<file path="src/rtl/vc_input_unit.sv">
// Per-port NoC router input unit: one first-word-fall-through FIFO per virtual channel,
// a per-VC packet state machine, credit reporting and sticky error flags.
module vc_input_unit #(
    parameter int DEPTH            = 4,
    parameter int DATA_WIDTH       = 32,
    parameter int VIRTUAL_CHANNELS = 2,
    parameter int NUM_PORTS        = 7,
    parameter int NOC_WIDTH        = 4,
    parameter int NOC_DEPTH        = 4,
    parameter int NOC_HEIGHT       = 4,
    localparam int VC_BITS       = (VIRTUAL_CHANNELS > 1) ? $clog2(VIRTUAL_CHANNELS) : 1,
    localparam int PORT_BITS     = (NUM_PORTS > 1) ? $clog2(NUM_PORTS) : 1,
    localparam int NOC_ADDR_BITS = $clog2(NOC_WIDTH) + $clog2(NOC_DEPTH) + $clog2(NOC_HEIGHT),
    localparam int DEPTH_BITS    = $clog2(DEPTH)
) (
    input  logic                                            clk,
    input  logic                                            reset,
    input  logic                                            push,
    input  logic [VC_BITS-1:0]                              push_vc,
    input  logic [DATA_WIDTH-1:0]                           flit_in,
    output logic [VIRTUAL_CHANNELS-1:0]                     need_route,
    output logic [VIRTUAL_CHANNELS-1:0][NOC_ADDR_BITS-1:0]  dest_addr,
    input  logic                                            route_valid,
    input  logic [VC_BITS-1:0]                              route_vc,
    input  logic [PORT_BITS-1:0]                            route_in,
    output logic [VIRTUAL_CHANNELS-1:0]                     need_vc,
    input  logic                                            vc_grant,
    input  logic [VC_BITS-1:0]                              vc_grant_vc,
    input  logic [VC_BITS-1:0]                              vc_grant_out,
    output logic [VIRTUAL_CHANNELS-1:0]                     active,
    input  logic                                            pop,
    input  logic [VC_BITS-1:0]                              pop_vc,
    output logic [DATA_WIDTH-1:0]                           flit_out,
    output logic [PORT_BITS-1:0]                            route_out,
    output logic [VC_BITS-1:0]                              vc_out,
    output logic [VIRTUAL_CHANNELS-1:0][DEPTH_BITS:0]       credits,
    output logic                                            overflow_err,
    output logic                                            protocol_err
);

    localparam logic [DEPTH_BITS:0] DEPTH_FULL = (DEPTH_BITS + 1)'(DEPTH);

    typedef enum logic [1:0] {
        ST_IDLE,
        ST_ROUTING,
        ST_VC_ALLOC,
        ST_ACTIVE
    } vc_state_t;

    vc_state_t                 state_q [VIRTUAL_CHANNELS];
    vc_state_t                 state_d [VIRTUAL_CHANNELS];
    logic [DATA_WIDTH-1:0]     mem     [VIRTUAL_CHANNELS][DEPTH];
    logic [DATA_WIDTH-1:0]     front   [VIRTUAL_CHANNELS];
    logic [DEPTH_BITS-1:0]     wr_ptr  [VIRTUAL_CHANNELS];
    logic [DEPTH_BITS-1:0]     rd_ptr  [VIRTUAL_CHANNELS];
    logic [DEPTH_BITS:0]       count   [VIRTUAL_CHANNELS];
    logic [PORT_BITS-1:0]      route_q [VIRTUAL_CHANNELS];
    logic [VC_BITS-1:0]        outvc_q [VIRTUAL_CHANNELS];

    logic [VIRTUAL_CHANNELS-1:0] started_q;
    logic [VIRTUAL_CHANNELS-1:0] started_d;
    logic [VIRTUAL_CHANNELS-1:0] do_push;
    logic [VIRTUAL_CHANNELS-1:0] do_deq;
    logic [VIRTUAL_CHANNELS-1:0] proto_hit;
    logic [VIRTUAL_CHANNELS-1:0] latch_route;
    logic [VIRTUAL_CHANNELS-1:0] latch_vc;
    logic                        push_vc_ok;
    logic                        push_drop;

    function automatic logic [DEPTH_BITS-1:0] ptr_next(input logic [DEPTH_BITS-1:0] p);
        return (p == DEPTH_BITS'(DEPTH - 1)) ? '0 : p + DEPTH_BITS'(1);
    endfunction

    always_comb begin
        for (int v = 0; v < VIRTUAL_CHANNELS; v++) begin
            front[v] = mem[v][rd_ptr[v]];
        end
    end

    // started_q marks that the head of the current packet has already left, so a later
    // head-typed flit in the same packet is a protocol violation.
    always_comb begin
        push_vc_ok = int'(push_vc) < VIRTUAL_CHANNELS;
        push_drop  = push && !push_vc_ok;
        for (int v = 0; v < VIRTUAL_CHANNELS; v++) begin
            state_d[v]     = state_q[v];
            started_d[v]   = started_q[v];
            do_deq[v]      = 1'b0;
            proto_hit[v]   = 1'b0;
            latch_route[v] = 1'b0;
            latch_vc[v]    = 1'b0;
            case (state_q[v])
                ST_IDLE: begin
                    if (count[v] != '0) begin
                        if (front[v][DATA_WIDTH-2]) begin
                            state_d[v] = ST_ROUTING;
                        end else begin
                            do_deq[v]    = 1'b1;
                            proto_hit[v] = 1'b1;
                        end
                    end
                end
                ST_ROUTING: begin
                    if (route_valid && route_vc == VC_BITS'(v)) begin
                        state_d[v]     = ST_VC_ALLOC;
                        latch_route[v] = 1'b1;
                    end
                end
                ST_VC_ALLOC: begin
                    if (vc_grant && vc_grant_vc == VC_BITS'(v)) begin
                        state_d[v]   = ST_ACTIVE;
                        latch_vc[v]  = 1'b1;
                        started_d[v] = 1'b0;
                    end
                end
                ST_ACTIVE: begin
                    if (pop && pop_vc == VC_BITS'(v) && count[v] != '0) begin
                        do_deq[v]    = 1'b1;
                        started_d[v] = 1'b1;
                        if (front[v][DATA_WIDTH-2] && started_q[v]) begin
                            proto_hit[v] = 1'b1;
                        end
                        if (front[v][DATA_WIDTH-1]) begin
                            state_d[v]   = ST_IDLE;
                            started_d[v] = 1'b0;
                        end
                    end
                end
                default: state_d[v] = ST_IDLE;
            endcase
            do_push[v] = push && push_vc == VC_BITS'(v) && (count[v] != DEPTH_FULL || do_deq[v]);
            if (push && push_vc == VC_BITS'(v) && !do_push[v]) begin
                push_drop = 1'b1;
            end
        end
    end

    always_ff @(posedge clk or posedge reset) begin
        if (reset) begin
            for (int v = 0; v < VIRTUAL_CHANNELS; v++) begin
                state_q[v] <= ST_IDLE;
                wr_ptr[v]  <= '0;
                rd_ptr[v]  <= '0;
                count[v]   <= '0;
                route_q[v] <= '0;
                outvc_q[v] <= '0;
            end
            started_q    <= '0;
            overflow_err <= 1'b0;
            protocol_err <= 1'b0;
        end else begin
            for (int v = 0; v < VIRTUAL_CHANNELS; v++) begin
                state_q[v] <= state_d[v];
                if (do_push[v]) begin
                    wr_ptr[v] <= ptr_next(wr_ptr[v]);
                end
                if (do_deq[v]) begin
                    rd_ptr[v] <= ptr_next(rd_ptr[v]);
                end
                if (do_push[v] && !do_deq[v]) begin
                    count[v] <= count[v] + 1'b1;
                end else if (!do_push[v] && do_deq[v]) begin
                    count[v] <= count[v] - 1'b1;
                end
                if (latch_route[v]) begin
                    route_q[v] <= route_in;
                end
                if (latch_vc[v]) begin
                    outvc_q[v] <= vc_grant_out;
                end
            end
            started_q <= started_d;
            if (push_drop) begin
                overflow_err <= 1'b1;
            end
            if (|proto_hit) begin
                protocol_err <= 1'b1;
            end
        end
    end

    // Flit storage carries no reset; contents are only observed behind a non-zero count.
    always_ff @(posedge clk) begin
        for (int v = 0; v < VIRTUAL_CHANNELS; v++) begin
            if (do_push[v]) begin
                mem[v][wr_ptr[v]] <= flit_in;
            end
        end
    end

    always_comb begin
        for (int v = 0; v < VIRTUAL_CHANNELS; v++) begin
            need_route[v] = state_q[v] == ST_ROUTING;
            need_vc[v]    = state_q[v] == ST_VC_ALLOC;
            active[v]     = state_q[v] == ST_ACTIVE && count[v] != '0;
            dest_addr[v]  = front[v][NOC_ADDR_BITS-1:0];
            credits[v]    = DEPTH_FULL - count[v];
        end
    end

    always_comb begin
        flit_out  = front[0];
        route_out = route_q[0];
        vc_out    = outvc_q[0];
        for (int v = 1; v < VIRTUAL_CHANNELS; v++) begin
            if (pop_vc == VC_BITS'(v)) begin
                flit_out  = front[v];
                route_out = route_q[v];
                vc_out    = outvc_q[v];
            end
        end
    end

endmodule

</file>
<file path="config.mk">
export PLATFORM = sky130hd
export DESIGN_NAME = vc_input_unit
export DESIGN_NICKNAME = d
export VERILOG_FILES = /design/src/rtl/vc_input_unit.sv
export SDC_FILE = /design/constraint.sdc
export NUM_CORES = 1
export LEC_CHECK = 0
export CORE_UTILIZATION = 45
export CTS_CLUSTER_SIZE = 40
export DETAILED_ROUTE_END_ITERATION = 6
export MAX_ROUTING_LAYER = met4
export PLACE_DENSITY = 0.73
export SLEW_MARGIN = 20
export SYNTH_ARGS = -nofsm -noshare
export SYNTH_HDL_FRONTEND = slang
export SYNTH_SLANG_ARGS = --single-unit
</file>
<file path="constraint.sdc">
create_clock -name clk -period 3.7 [get_ports clk]
set_input_delay 0.37 -clock clk [delete_from_list [all_inputs] [get_ports clk]]
set_output_delay 0.37 -clock clk [all_outputs]
set_load 0.005 [all_outputs]
</file>
==> summary.md <==
| Metric | Value |
|---|---|
| Post-synth cell types | 45 |
| End point of the critical path | flit_out[30] |
| Final net count | 783 |
| Ys Warns | 0 |
| Relative slew slack | 0.441 |
| Asr flop ratio synth | 0.105 |
| Post-CTS resize count | 0 |
| Maximum VDD drop | 0.421 mV |
| Seq cells post-synth | 286 |
| Synth-to-layout area growth | 21.6% |
| Period utilization | 0.942 |
| Worst setup startpoint | rd_ptr[0] |
| Syn nets | 650 |
| Die ar. | 0.0267 mm² |
| I/O pin count | 108 |
| CTS tree | done |
| Clk sinks | 286 |
| Clock root buffer | clkbuf_16 |
| Hold Slack | 0.217 ns |
| Die Wd | 163 µm |
| Fin. Hold Viols | 0 |
| Initial antenna violation count | 0 |
| Drt pass-1 iters | 5 |
| Worst Reg2Reg Path Length in Cells | 12 |
| Die H | 163 µm |
| Max frequency | 0.287 GHz |
| First-pass GRT wire length | 35700 µm |
| Commonest cells in the netlist | 256 x edfxtp_1, 64 x mux4_2, 52 x mux2_2, 30 x dfrtp_1, 29 x ha_1 |
| Critical path capture point type | output port |
| Synth top area share | 0.656 |
| Max-cap violations | 0 |
| Post-synth top flop | edfxtp_1 |
| Final wirelength | 23300 µm |
| RSZ-0062 raised after global routing | no |
| Worst setup SP type | flip-flop |
| Avg Cell Area, Syn | 20.5 µm² |
| Total track usage | 0.186 |
| GPL Wtd Cong | 0.773 |
| Synth Instances | 573 |
| 1st-iter DRT viols | 404 |
| WP data arrival | 3.11 ns |
| Reg area | 0.00844 mm² |
| Clk buf depth | 3 |
| H-tree depth | 1 |
| Share of cells above drive strength 1 | 0.270 |
| Antenna-violating nets left | 0 |
| Worst-path maximum fanout | 21 |
| Number of diodes | 0 |
| Pwr Density | 758 mW/mm² |
| Number of core rows | 58 |
| Outcome | complete, no violations |
| WS Path Type | reg -> out |
| Largest net degree at the start of global routing | 35 |
| Via count | 5755 |
| Measured slew at the worst slew-check pin | 0.838 ns |
| Vias in the first global route | 6249 |
| R2r endpoint | count[5] |
| Internal reg-to-reg setup slack | 0.58 ns |
| CTS Buf Count | 28 |
| Hold Crit Class | in -> async |
| Hold-fix buffer count after cts | 0 |
| Residual DRC | 0 |
| Lkg Pwr | 0.00483 µW |
| Synth area leader | edfxtp_1 |
| Core area | 0.0254 mm² |
| Clk Latency, worst-skew pair | 0.54 ns |
| Fillers | 1878 |
| Ranking of synthesized cells by area | edfxtp_1 66%, mux4_2 12%, dfrtp_1 6.4% |
| WL/cell | 22.0 µm |
| Sequential share of the synthesized area | 0.720 |
| Layout Skew | 0.0126 ns |
| Max-slew violations | 0 |
| Starting Density | 0.461 |
| Most frequent cell after synthesis | edfxtp_1 |
| Number of vias per cell | 5.44 |
| Crit Reg-Reg Startpoint | count[3] |
| EDFF count, synth | 256 |
| Clock Pin Slew Worst Setup and Hold Paths | 0.07 ns |
| Worst EP required | 3.33 ns |
| Sum Neg Setup Slack | 0 ns |
| Postcts setup bufs | 0 |
| Remaining Overflow, GRT | 0 |
| Setup violators final | 0 |
| Synthesized area | 0.0117 mm² |
| Multi-input gate area | 0.00309 mm² |
| Hpwl dp | 14600 µm |
| Clock period minus worst slack | 3.48 ns |
| Port bufs | 107 |
through the flow:
stage	instances	total power, µW	utilization	instance area, µm²	setup slack [ns]
final	1057	10800	0.561	14200	0.216
after global routing	1057	11300	0.561	14200	0.0579
after CTS	1057	10900	0.561	14200	0.144
after detailed placement	1006	8060	0.524	13300	0.551
after global placement	1006	7920	0.524	13300	0.720
after floorplan	573	6470	-	11700	0.829
worst min path at each step:
| stage | startpoint | endpoint | slack (ns) |
|---|---|---|---|
| detailed placement | protocol_err | protocol_err | 0.48 |
| floorplan | reset | count[0] | 0.46 |
| finish | reset | state_q[0] | 0.22 |
| global route | reset | outvc_q[0] | 0.26 |
| CTS | reset | outvc_q[0] | 0.22 |
| global placement | protocol_err | protocol_err | 0.48 |
state kept, by name, summed over array words and instances, names as in the netlist:
signal / cells
outvc_q: 2
started_q: 2
protocol_err: 1
mem: 256
overflow_err: 1
count: 6
rd_ptr: 4
wr_ptr: 4
state_q: 4
route_q: 6
kinds of logic (layout without fill, tap and decap cells):
logic type | after synthesis | in the layout | synth area share
adder cells (fa/ha/maj) | 31 | 31 | 0.0344
AO/OA/AOI/OAI | 21 | 21 | 0.0143
buffers and inverters | 48 | 202 | 0.0177
XOR/XNOR | 6 | 6 | 0.00448
AND/OR/NAND/NOR | 55 | 55 | 0.0264
flip-flops | 286 | 286 | 0.720
multiplexers | 126 | 126 | 0.183
area by class of cell:
class / count / area share
flip-flops and latches: 286 / 0.593
multi-input cells: 239 / 0.217
repair buffers: 125 / 0.0896
clock buffers: 34 / 0.0522
well taps: 330 / 0.0290
clock inverters: 17 / 0.0133
inverters: 26 / 0.00685
routing by layer:
metal / wire length, µm / vias to the layer above / track usage
li1: - / 2558 / -
met1: 9690 / 2961 / 0.234
met2: 11800 / 202 / 0.312
met3: 1350 / 34 / 0.0269
met4: 477 / 0 / 0.0565
met5: 0 / - / -
worst max-delay path, cell delays in order (launching register included):
cell	delay, ns
dfrtp_2	0.91
buf_4	0.36
mux4_2	0.56
mux2_2	0.29
clkdlybuf4s50_1	0.45
placed cells by master (no fill, tap or decap), types with 4 or more instances in the layout:
cell,n
a21oi_1,4
and2_2,8
buf_12,6
buf_4,12
bufinv_16,4
clkbuf_1,5
clkbuf_16,29
clkdlybuf4s50_1,106
clkinv_1,5
clkinv_2,4
dfrtp_1,26
dfrtp_2,4
edfxtp_1,256
ha_1,29
inv_1,26
mux2_2,52
mux2i_1,6
mux4_2,64
nand2_1,7
nand2b_1,6
nand3_1,7
nor2_1,9
nor3_1,4
xnor2_1,4
power by group:
group	leakage [µW]	total (µW)	switching, µW	internal [µW]
combinational	0.00172	3560	1520	2040
sequential	0.00267	4380	352	4030
clock	0.000448	2850	1140	1710
Note: power is estimated with default switching activity, not from simulation.
